## src/rtl/alu_defs.sv

```systemverilog
`default_nettype none
// ============================================================================
// Package : alu_defs
// Purpose : Shared ALUCtrl op codes and sequencer state encoding used by the
//           EX-stage ALU sequencer and its iterative multiplier.
// Contents: ALU_AND/OR/ADD/MUL/SUB code constants, seq_state_e enum.
// Revision: 1.0 - initial release
// ============================================================================
package alu_defs;

    // ALUCtrl codes driven by ALU_Control
    localparam logic [2:0] ALU_AND = 3'b000;
    localparam logic [2:0] ALU_OR  = 3'b001;
    localparam logic [2:0] ALU_ADD = 3'b010;
    localparam logic [2:0] ALU_MUL = 3'b011;
    localparam logic [2:0] ALU_SUB = 3'b110;

    // Sequencer states
    typedef enum logic [0:0] {
        IDLE    = 1'b0,
        MUL_RUN = 1'b1
    } seq_state_e;

endpackage : alu_defs
`default_nettype wire

```

## src/rtl/mul_shift_add.sv

```systemverilog
`default_nettype none
// ============================================================================
// Module  : mul_shift_add
// Purpose : Iterative shift-add multiplier datapath. One multiplier bit is
//           consumed per step; a full product takes exactly WIDTH steps.
// Ports   : clk_i      - clock, rising edge
//           rst_i      - asynchronous active-low reset
//           clr_i      - abort: clears the iteration counter
//           load_i     - latch operands, clear accumulator and counter
//           step_i     - perform one shift-add iteration
//           mcand_i    - multiplicand (latched on load)
//           mplier_i   - multiplier   (latched on load)
//           last_o     - current step is the final one (cnt == WIDTH-1)
//           product_o  - accumulator (low WIDTH bits of the product)
// Revision: 1.0 - initial release
// ============================================================================
module mul_shift_add #(
    parameter int WIDTH = 32
) (
    input  logic             clk_i,
    input  logic             rst_i,
    input  logic             clr_i,
    input  logic             load_i,
    input  logic             step_i,
    input  logic [WIDTH-1:0] mcand_i,
    input  logic [WIDTH-1:0] mplier_i,
    output logic             last_o,
    output logic [WIDTH-1:0] product_o
);

    localparam int               CNT_W    = (WIDTH > 1) ? $clog2(WIDTH) : 1;
    localparam logic [CNT_W-1:0] CNT_LAST = CNT_W'(WIDTH - 1);

    logic [WIDTH-1:0] acc_q,    acc_d;
    logic [WIDTH-1:0] mcand_q,  mcand_d;
    logic [WIDTH-1:0] mplier_q, mplier_d;
    logic [CNT_W-1:0] cnt_q,    cnt_d;

    always_comb begin
        acc_d    = acc_q;
        mcand_d  = mcand_q;
        mplier_d = mplier_q;
        cnt_d    = cnt_q;
        if (clr_i) begin
            cnt_d = '0;
        end else if (load_i) begin
            acc_d    = '0;
            mcand_d  = mcand_i;
            mplier_d = mplier_i;
            cnt_d    = '0;
        end else if (step_i) begin
            // Sum wraps at WIDTH bits; only the low half of the product is kept
            if (mplier_q[0]) begin
                acc_d = acc_q + mcand_q;
            end
            mcand_d  = mcand_q << 1;
            mplier_d = mplier_q >> 1;
            cnt_d    = cnt_q + CNT_W'(1);
        end
    end

    always_ff @(posedge clk_i or negedge rst_i) begin
        if (!rst_i) begin
            acc_q    <= '0;
            mcand_q  <= '0;
            mplier_q <= '0;
            cnt_q    <= '0;
        end else begin
            acc_q    <= acc_d;
            mcand_q  <= mcand_d;
            mplier_q <= mplier_d;
            cnt_q    <= cnt_d;
        end
    end

    assign last_o    = (cnt_q == CNT_LAST);
    assign product_o = acc_q;

endmodule : mul_shift_add
`default_nettype wire

```

## src/rtl/alu_op_sequencer.sv

```systemverilog
`default_nettype none
// ============================================================================
// Module  : alu_op_sequencer
// Purpose : EX-stage ALU controller. and/or/add/sub complete in the issue
//           cycle; mul runs on an iterative shift-add unit while stall_o
//           holds the pipeline for WIDTH+1 cycles.
// Ports   : clk_i     - clock, rising edge
//           rst_i     - asynchronous active-low reset
//           valid_i   - EX holds a valid instruction
//           flush_i   - kill the EX instruction / abort multiply
//           ALUCtrl_i - op code
//           data1_i   - operand A / multiplicand
//           data2_i   - operand B / multiplier
//           result_o  - ALU result, valid with done_o
//           zero_o    - result_o == 0
//           done_o    - result_o valid this cycle
//           stall_o   - hold PC, IF/ID, ID/EX and EX/MEM enable
// Revision: 1.0 - initial release
// ============================================================================
module alu_op_sequencer
    import alu_defs::*;
#(
    parameter int WIDTH = 32
) (
    input  logic             clk_i,
    input  logic             rst_i,
    input  logic             valid_i,
    input  logic             flush_i,
    input  logic [2:0]       ALUCtrl_i,
    input  logic [WIDTH-1:0] data1_i,
    input  logic [WIDTH-1:0] data2_i,
    output logic [WIDTH-1:0] result_o,
    output logic             zero_o,
    output logic             done_o,
    output logic             stall_o
);

    seq_state_e       state_q, state_d;
    logic             done_q,  done_d;

    logic             mul_load;
    logic             mul_step;
    logic             mul_clr;
    logic             mul_last;
    logic [WIDTH-1:0] mul_product;

    logic [WIDTH-1:0] single_res;
    logic [WIDTH-1:0] result_d;
    logic             done_out_d;
    logic             stall_out_d;

    mul_shift_add #(
        .WIDTH (WIDTH)
    ) u_mul (
        .clk_i     (clk_i),
        .rst_i     (rst_i),
        .clr_i     (mul_clr),
        .load_i    (mul_load),
        .step_i    (mul_step),
        .mcand_i   (data1_i),
        .mplier_i  (data2_i),
        .last_o    (mul_last),
        .product_o (mul_product)
    );

    // Single-cycle ops; undefined codes produce zero
    always_comb begin
        single_res = '0;
        case (ALUCtrl_i)
            ALU_AND: single_res = data1_i & data2_i;
            ALU_OR:  single_res = data1_i | data2_i;
            ALU_ADD: single_res = data1_i + data2_i;
            ALU_SUB: single_res = data1_i - data2_i;
            default: single_res = '0;
        endcase
    end

    always_comb begin
        state_d     = state_q;
        done_d      = done_q;
        mul_load    = 1'b0;
        mul_step    = 1'b0;
        mul_clr     = 1'b0;
        result_d    = '0;
        done_out_d  = 1'b0;
        stall_out_d = 1'b0;
        if (flush_i) begin
            state_d = IDLE;
            done_d  = 1'b0;
            mul_clr = 1'b1;
        end else begin
            case (state_q)
                IDLE: begin
                    if (done_q) begin
                        // Finished product is handed over; the mul still in
                        // EX this cycle is the one being retired, not a new one
                        result_d   = mul_product;
                        done_out_d = 1'b1;
                        done_d     = 1'b0;
                    end else if (valid_i) begin
                        if (ALUCtrl_i == ALU_MUL) begin
                            stall_out_d = 1'b1;
                            mul_load    = 1'b1;
                            state_d     = MUL_RUN;
                        end else begin
                            result_d   = single_res;
                            done_out_d = 1'b1;
                        end
                    end
                end
                MUL_RUN: begin
                    stall_out_d = 1'b1;
                    mul_step    = 1'b1;
                    if (mul_last) begin
                        done_d  = 1'b1;
                        state_d = IDLE;
                    end
                end
                default: state_d = IDLE;
            endcase
        end
    end

    always_ff @(posedge clk_i or negedge rst_i) begin
        if (!rst_i) begin
            state_q <= IDLE;
            done_q  <= 1'b0;
        end else begin
            state_q <= state_d;
            done_q  <= done_d;
        end
    end

    // Outputs are forced quiet while reset is asserted, even if EX holds a
    // valid instruction
    assign result_o = rst_i ? result_d : '0;
    assign done_o   = rst_i & done_out_d;
    assign stall_o  = rst_i & stall_out_d;
    assign zero_o   = (result_o == '0);

endmodule : alu_op_sequencer
`default_nettype wire

```

## config.mk

```make
export PLATFORM = sky130hd
export DESIGN_NAME = alu_op_sequencer
export DESIGN_NICKNAME = d
export VERILOG_FILES = /design/src/rtl/alu_defs.sv /design/src/rtl/mul_shift_add.sv /design/src/rtl/alu_op_sequencer.sv
export SDC_FILE = /design/constraint.sdc
export NUM_CORES = 1
export LEC_CHECK = 0
export CAP_MARGIN = 40
export CORE_AREA = 4 4 167 169
export CTS_BUF_LIST = sky130_fd_sc_hd__clkbuf_16
export DETAILED_ROUTE_END_ITERATION = 8
export DIE_AREA = 0 0 171 173
export PLACE_DENSITY = 0.61
export SYNTH_ARGS = -nofsm -noshare
export SYNTH_HDL_FRONTEND = slang
export SYNTH_SLANG_ARGS = --single-unit
```

## constraint.sdc

```tcl
create_clock -name clk_i -period 12.2 [get_ports clk_i]
set_input_delay 2.44 -clock clk_i [delete_from_list [all_inputs] [get_ports clk_i]]
set_output_delay 2.44 -clock clk_i [all_outputs]
set_load 0.01 [all_outputs]
```

======== Word-level counts from Yosys, hierarchy flattened ========
Index checks and enable logic that the tools add are counted.
cells by class
  bitwise operators ....................... 6
  add/subtract/negate cells ............... 4
  reductions and logical operators ........ 7
  multiplexer cells ....................... 38
  equal/unequal tests ..................... 6
operators by type and width
  cell                   count
  $mux W32               13
  $pmux W32 S4           1
  $add A32 B32 Y32       2
  $and A32 B32 Y32       1
  $logic_not A32 Y1      1
  $or A32 B32 Y32        1
  $sub A32 B32 Y32       1
  $mux W1                18
  $mux W5                3
  $eq A3 B2 Y1 const B   2
  $pmux W1 S2            3
  $add A5 B1 Y5 const B  1
  $eq A5 B5 Y1 const B   1
  $reduce_bool A2 Y1     2
  $eq A3 B1 Y1 const B   1
  $eq A3 B3 Y1 const B   1
  $logic_not A3 Y1       1
  $ne A3 B2 Y1 const B   1
  $reduce_and A3 Y1      1
  $reduce_bool A3 Y1     1
  $and A1 B1 Y1          2
  $not A1 Y1             2
  $reduce_and A2 Y1      1
word-level totals
  register bits after elaboration ......... 103
  output and inout port bits .............. 35
  word-level logic and storage cells ...... 67
  input port bits ......................... 71

======== Logic depth before layout (Yosys ltp) ========
Gate-level depths: netlist of run 1.
  depth after elaboration ................. 9
  gate-level depth with buffers ........... 20
  depth with buffers taken out ............ 20

======== Modules after synthesis ========
Synthesis of run 1 repeated with hierarchy kept, for this count alone.
unflattened totals
  cells, all modules ...................... 1172
  area total of the unflattened synthesis .. 9723.1 um^2
modules (own cells, without submodules)
  module            cells each  area an instance (um^2)  times used  sequential area each (um^2)
  mul_shift_add     610         5896.9                   1           2527.4
  alu_op_sequencer  562         3826.2                   1           50.0

======== Worst setup path before layout of run 1 ========
OpenSTA, ideal clock, no wires.
  kind .................................... input -> output
  from .................................... input port data2_i[5]
  to ...................................... output port zero_o
  path slack .............................. 2.800 ns
  data required time ...................... 9.760 ns
  arrival time ............................ 6.960 ns
  buffers on the path ..................... 0
  cell stages on the path ................. 18
  cell sequence ........................... or3_4 -> or4_4 -> nor4_1 -> inv_1 -> o21ai_0 -> xor2_1 -> ha_1 -> nand4_1 -> or2_2 -> a2111oi_0 -> nor3_1 -> nor3_1 -> o211ai_1 -> or4_1 -> nor4bb_1 -> nor4b_1 -> nand4bb_1 -> nor4_2
between the ends
  word-level cells in the longest chain between the ends .. 9
  elaborated cells on any way between the ends .. 12
  classes of those cells .................. add/sub (2); mux (7); bitwise (2); reduce/logical (1)
ends and longest elaborated chain
  element                                   RTL line                 RTL
  start: declaration                        alu_op_sequencer.sv:31   input logic [WIDTH-1:0] data2_i,
  $sub A32 B32 Y32 (tied with other cells)  alu_op_sequencer.sv:73   ALU_SUB: single_res = data1_i - data2_i;
  $pmux W32 S4 *                            alu_op_sequencer.sv:69   case (ALUCtrl_i)
  $mux W32 *                                alu_op_sequencer.sv:101  if (ALUCtrl_i == ALU_MUL) begin
  $mux W32 *                                alu_op_sequencer.sv:100  end else if (valid_i) begin
  $mux W32 *                                alu_op_sequencer.sv:94   if (done_q) begin
  $mux W32 *                                alu_op_sequencer.sv:92   case (state_q)
  $mux W32 *                                alu_op_sequencer.sv:87   if (flush_i) begin
  $mux W32 *                                alu_op_sequencer.sv:136  assign result_o = rst_i ? result_d : '0;
  $logic_not A32 Y1 *                       alu_op_sequencer.sv:139  assign zero_o = (result_o == '0);
  end: declaration                          alu_op_sequencer.sv:33   output logic zero_o,
Every way passes the cells marked *; elsewhere a longest branch is shown, timed or not.

======== Final worst setup path of run 1 ========
  from .................................... input port data2_i[4]
  to ...................................... output port zero_o
Same word-level chain as after synthesis.

==> metrics.csv, run 1 <==
metric,value,unit
synth-async-reset-ratio,100.0,%
rr_worst_depth,14,
cts.sinks,103,
io_pins,106,
rsz0062_at_grt,false,
synth_top_family_by_area,compound AO/OA/AOI/OAI gates,
slew_viol_final,0,
fin_tns_setup,0,ns
yosys_most_used_dff,dfrtp_1,
synth_cell_types,75,
diodes,0,
syn_nets,1320,
min_path_cells,2,
initial_core_util,36.45,%
fp.dieW,171,um
synth_compound_area_share,26.44,%
cts_tree,yes,
finalHoldViolCount,0,
cts_buffer_depth,2,
syn_inst,1180,
gp_congestion,0.9595,
area_growth,17.68,%
slowest_stage,a2111oi_0,
hold_path_startpoint,u_mul.mplier_q[16]$_DFFE_PN0P_,
hold_buffers,0,
clock_latency,0.37,ns
n_fill_cell,2709,
cp_slowest_stage_delay,0.75,ns
grt_max_degree,69,
drcViolationCount,0,
synth_area,9686,um^2
crit_arrival,9.19,ns
worst_setup_path_end_kind,output pin,
grt_pass1_wl,52.72,mm
cp_common_cell,clkdlybuf4s50_1,
startpoint_type,primary input,
route.detailed.wl_per_inst,21.45,um
cellLeakagePower,4.713,nW
yosysSeqAreaShare,26.61,%
synth_fa_ha_area_share,12.27,%
finalSetupViolCount,0,
cts-root-buf,clkbuf_16,
r2r_start,u_mul.product_o[0]$_DFFE_PN0P_,
skew,0.01561,ns
grt_pass1_vias,9140,
clk_pin_slew_worst_paths,0.09,ns
cts_buffers,9,
synth-seq-cells,103,
htree_levels,3,
grt-ovfl-total,0,
multi_input_area,6778,um^2
dpl.hpwl,26.00,mm
worstMarginPinSlew,0.9344,ns
drt-pass1-iter-count,5,
dieArea,29580,um^2
portBuffers,105,
synth_edf_count,0,
path_cells,clkdlybuf4s50_1 -> or3_4 -> or4_4 -> nor4_1 -> inv_1 -> o21ai_0 -> xor2_1 -> ha_1 -> nand4_1 -> or2_2 -> a211o_1 -> a21oi_1 -> nor2_1 -> xnor2_1 -> a2111oi_0 -> nor4bb_1 -> nor4b_1 -> nand4bb_1 -> nor4_2 -> clkdlybuf4s50_1,
antenna_found_initial,1,
powerDensity,95.75,nW/um^2
synth_mux_area_share,6.317,%
ctsResizeCount,0,
num_rows,60,
routed_wl,34.24,mm
synth-xor-area-share,6.330,%
dr.first_iter.drc_count,762,
nets,1390,
relSlewSlack,37.48,%
cp.required,9.76,ns
vias_per_cell,5.961,
regArea,2577,um^2
layout-drive-gt1-share,5.179,%
die_h,173,um
cp_max_fo,6,
power.total,1.091,mW
syn_area_per_cell,8.208,um^2
ys_warn_count,0,
vdd_ir_drop_max,56.50,uV
hp-class,reg -> reg,
status,"complete, no violations",
ant_nets,0,
period_minus_slack,11.63,ns
cts_setup_buffers,0,
fin_crit_sh,95.35,%
grt.total_usage,22.53,%
crit_path_start,data2_i[4],
yosys.area_share.simple,18.41,%
fmax,0.08597,GHz
route.vias.total,9513,
crit_type,in -> out,
cap_violations,0,
core_area,26580,um^2
## flip-flops by register name (all words and copies together) (netlist names)
signal,cells
u_mul.mcand_q,32
u_mul.mplier_q,32
u_mul.product_o,32
u_mul.cnt_q,5
done_q,1
state_q,1
## Yosys cell counts, types with 5 or more instances
library cell	count	area, um^2
buf_2	7	35.03
o21ai_0	132	660.6
or3_1	11	68.82
and3_1	7	43.79
a21o_1	31	232.7
inv_1	27	101.4
o21bai_1	8	60.06
and2_1	10	62.56
o211ai_1	7	52.55
dfrtp_1	103	2577
xnor2_1	35	306.5
o21a_1	18	135.1
nor3_1	14	70.07
a211oi_1	5	37.54
xor2_1	35	306.5
a21boi_0	5	37.54
a22o_1	5	43.79
nor2_1	75	281.5
a22oi_1	39	292.8
nand3_1	48	240.2
mux2i_1	60	600.6
nand2_1	116	435.4
o22ai_1	5	31.28
o31ai_1	10	75.07
nand2b_1	11	68.82
a21oi_1	69	345.3
nor4_1	8	50.05
clkbuf_1	47	176.4
ha_1	67	838.3
nand4_1	6	37.54
maj3_1	31	310.3
nand3b_1	6	45.04
buf_1	10	37.54
a31oi_1	8	50.05
a211o_1	6	52.55
nor2b_1	12	75.07
or2_2	8	50.05
## path summary, 6_finish.rpt
kind,to,slack [ns]
worst max-delay path,zero_o,0.57
worst min-delay path,u_mul.mplier_q[16]$_DFFE_PN0P_,0.48
worst max register to register,u_mul.product_o[30]$_DFFE_PN0P_,8.59
worst min register to register,u_mul.mplier_q[16]$_DFFE_PN0P_,0.48
max in group asynchronous,u_mul.mcand_q[22]$_DFFE_PN0P_,8.74
min in group asynchronous,u_mul.mcand_q[19]$_DFFE_PN0P_,1.98
## power by group
group	total [mW]	internal, mW	leakage (nW)	switching [mW]
logic	0.366	0.154	3.19	0.212
clock network	0.312	0.147	0.150	0.165
registers	0.413	0.380	1.38	0.0330
total	1.09	0.682	4.71	0.410
## layer usage
layer | routed length [um] | GRT usage [%] | vias to the layer above
met5 | 13 | 0 | -
met2 | 15660 | 35.78 | 317
met1 | 15620 | 31.83 | 4616
li1 | - | - | 4522
met4 | 904 | 6.504 | 2
met3 | 2048 | 3.269 | 56
## layout by cell type (no fill, tap or decap), drive strengths merged, types with 6 or more instances in the layout
cell and instances:
o21ai 134, nand2 116, clkdlybuf4s50 104, dfrtp 103, nor2 75, a21oi 69, ha 67, mux2i 60
nand3 48, a22oi 39, xor2 35, xnor2 35, a21o 31, maj3 31, inv 29, buf 19
o21a 18, nor3 14, or3 13, nor2b 12, o31ai 12, nand2b 11, and2 10, nor4 10
clkbuf 9, a31oi 8, or2 8, o21bai 8, and3 7, o211ai 7, nand3b 7, a211o 6
nand4 6
## area by class of cell
| cell class | count | share of cell area [%] |
|---|---|---|
| sequential | 103 | 22.61 |
| timing repair buffer | 123 | 10.56 |
| inverter | 27 | 0.8891 |
| tap | 341 | 3.743 |
| clock inverter | 7 | 0.7574 |
| clock buffer | 9 | 1.976 |
| multi-input combinational | 986 | 59.46 |
## through the flow
step	instance area [um^2]	hold slack, ns	utilization (%)	instances	setup slack (ns)
after global routing	11400	0.5148	42.89	1596	0.2835
after floorplan	9686	0.4460	-	1180	2.800
after CTS	11400	0.4890	42.89	1596	0.7096
final	11400	0.4841	42.89	1596	0.5678
after global placement	11050	0.4622	41.59	1578	0.7443
after detailed placement	11090	0.4698	41.72	1580	0.7283
## kinds of logic (layout without fill, tap and decap cells)
logic type | count (synthesis) | in the layout
AOI/OAI and AO/OA | 397 | 397
and+or+nand+nor | 358 | 358
DFF | 103 | 103
adders and majority gates | 100 | 100
buffers and inverters | 91 | 166
xor gates and xnor gates | 70 | 70
muxes | 61 | 61
## worst max-delay path, delay by kind of cell
family	cells	cell delay, ns
and+or+nand+nor	10	3.26
AOI/OAI and AO/OA	4	1.55
buffers and inverters	3	1.25
adders and majority gates	1	0.39
xor gates and xnor gates	2	0.28
Power figures use the tool's default switching activity.
==> run 2: changes to the inputs <==
--- a/config.mk
+++ b/config.mk
@@ -6,10 +6,10 @@
 export NUM_CORES = 1
 export LEC_CHECK = 0
 export CAP_MARGIN = 40
-export CORE_AREA = 4 4 167 169
+export CORE_AREA = 2 2 165 167
 export CTS_BUF_LIST = sky130_fd_sc_hd__clkbuf_16
 export DETAILED_ROUTE_END_ITERATION = 8
-export DIE_AREA = 0 0 171 173
+export DIE_AREA = 0 0 167 169
 export PLACE_DENSITY = 0.61
 export SYNTH_ARGS = -nofsm -noshare
 export SYNTH_HDL_FRONTEND = slang
==> metrics.csv, run 2 (synthesis results as in run 1) <==
metric,value,unit,change
antenna_found_initial,2,,+1
switchingPower,399.4,uW,-2.5%
relSlewSlack,40.35,%,+2.9 points
hp-class,reg -> reg,,
num_rows,60,,unchanged
fin_crit_sh,95.05,%,-0.29 points
hold_buffers,0,,unchanged
rsz0062_at_grt,false,,
r2r_start,u_mul.product_o[0]$_DFFE_PN0P_,,
cts_buffers,9,,unchanged
powerDensity,94.76,nW/um^2,-1.0%
area_growth,17.61,%,about the same
met2_usage,38.63,%,+2.8 points
fin_tns_setup,0,ns,unchanged
n_fill_cell,2693,,-0.59%
nets,1387,,-0.22%
ctsResizeCount,0,,unchanged
clkPwrFrac,28.1,%,-0.5 points
multi_input_area,6780,um^2,about the same
io_pins,106,,unchanged
finalHoldViolCount,0,,unchanged
gp_congestion,0.9756,,+1.7%
fmax,0.08623,GHz,+0.31%
sw_frac_of_total,37.01,%,-0.54 points
dieArea,28220,um^2,-4.6%
layout_commonest_cell,o21ai_0,,
cellLeakagePower,4.705,nW,-0.17%
crit_type,in -> out,,
cap_violations,0,,unchanged
core_area,26500,um^2,-0.28%
cts-root-buf,clkbuf_16,,
drt-pass1-iter-count,8,,+3
layout-drive-gt1-share,5.032,%,-0.15 points
grt-ovfl-total,0,,unchanged
initial_core_util,36.55,%,+0.10 points
power.total,1.079,mW,-1.1%
regArea,2577,um^2,unchanged
cp_max_fo,5,,-1
cp.required,9.76,ns,about the same
p_comb_share,33.8,%,+0.3 points
ant_nets,0,,unchanged
htree_levels,3,,unchanged
grt_max_degree,69,,unchanged
dr.first_iter.drc_count,932,,+22%
cts_tree,yes,,
status,"complete, no violations",,
grt_use_met3,3.110,%,-0.16 points
post-route-util,42.98,%,+0.093 points
clock_latency,0.37,ns,about the same
routed_wl,33.92,mm,-0.95%
drcViolationCount,0,,unchanged
cts.sinks,103,,unchanged
crit_path_start,data2_i[4],,
portBuffers,105,,unchanged
die_h,169,um,-2.3%
finalSetupViolCount,0,,unchanged
route.detailed.wl_per_inst,21.28,um,-0.83%
startpoint_type,primary input,,
fp.dieW,167,um,-2.3%
met1_usage,33.20,%,+1.4 points
grt.total_usage,23.74,%,+1.2 points
layout_common_cells,"o21ai_0, nand2_1, clkdlybuf4s50_1",,
hold_path_startpoint,u_mul.mplier_q[14]$_DFFE_PN0P_,,
top_usage_layer,met2,,
vdd_ir_drop_max,60.87,uV,+7.7%
grt_pass1_vias,8897,,-2.7%
seq_power_share,38.2,%,+0.3 points
cts_setup_buffers,0,,unchanged
dpl.hpwl,25.97,mm,-0.13%
route.vias.total,9489,,-0.25%
vias_per_cell,5.953,,-0.13%
crit_arrival,9.16,ns,-0.03 ns
worst_setup_path_end_kind,output pin,,
clk_pin_slew_worst_paths,0.08,ns,about the same
period_minus_slack,11.60,ns,-0.03590 ns
internal-power,680.0,uW,-0.24%
slew_viol_final,0,,unchanged
skew,0.01365,ns,-0.001966 ns
cts_buffer_depth,2,,unchanged
grt_pass1_wl,52.64,mm,-0.16%
worstMarginPinSlew,0.8915,ns,-0.04296 ns
-- run 2: layout make-up --
class	instances	share of cell area [%]
clock buffer	9	1.977
multi-input combinational	986	59.52
tap	341	3.746
antenna	1	0.02197
sequential	103	22.63
inverter	27	0.8897
clock inverter	7	0.6041
timing repair buffer	120	10.61
-- run 2: power groups by stage --
stage	clock (mW)	combinational (mW)	sequential, mW
after floorplan	0	0.242	0.406
after global placement	0	0.354	0.418
after detailed placement	0	0.359	0.418
after CTS	0.312	0.360	0.412
after global routing	0.323	0.403	0.417
final	0.303	0.364	0.412
-- run 2: critical path, stage by stage --
cell and delay (ns):
clkdlybuf4s50_1 0.58, or3_4 0.48, or4_4 0.48, nor4_1 0.28
nand3b_1 0.29, or3_1 0.44, nor4_1 0.54, nor2_1 0.15
xnor2_1 0.17, ha_1 0.34, a21oi_1 0.28, o21bai_1 0.10
a21o_1 0.24, a311o_1 0.29, o311ai_0 0.11, o21ai_0 0.30
nor4b_1 0.62, nand4bb_1 0.25, nor4_2 0.19, clkdlybuf4s50_1 0.57
-- run 2: metal layers --
layer  vias up  part of all wire (%)
li1       4520                     -
met1      4564                    46
met2       362                    46
met3        41                   6.0
met4         2                   2.1
met5         -                 0.032
-- run 2: stage by stage --
| step | instance area (um^2) | hold slack [ns] | instances | worst slack [ns] |
|---|---|---|---|---|
| 2_1_floorplan | 9686 | 0.4460 | 1180 | 2.800 |
| 3_3_place_gp | 11020 | 0.4616 | 1574 | 0.8084 |
| 3_5_place_dp | 11090 | 0.4696 | 1577 | 0.7447 |
| 4_1_cts | 11390 | 0.4879 | 1593 | 0.7207 |
| 5_1_grt | 11390 | 0.5013 | 1593 | 0.1104 |
| 6_report | 11390 | 0.4838 | 1594 | 0.6037 |
-- run 2: path summary, 6_finish.rpt --
check,cells past startpoint,slack [ns],endpoint
hold / removal,2,0.48,u_mul.mplier_q[14]$_DFFE_PN0P_
hold reg to reg,2,0.48,u_mul.mplier_q[14]$_DFFE_PN0P_
setup / recovery,20,0.60,zero_o
min in group asynchronous,1,2.14,u_mul.mplier_q[13]$_DFFE_PN0P_
max in group asynchronous,2,8.87,u_mul.mcand_q[1]$_DFFE_PN0P_
setup reg to reg,14,8.61,u_mul.product_o[30]$_DFFE_PN0P_
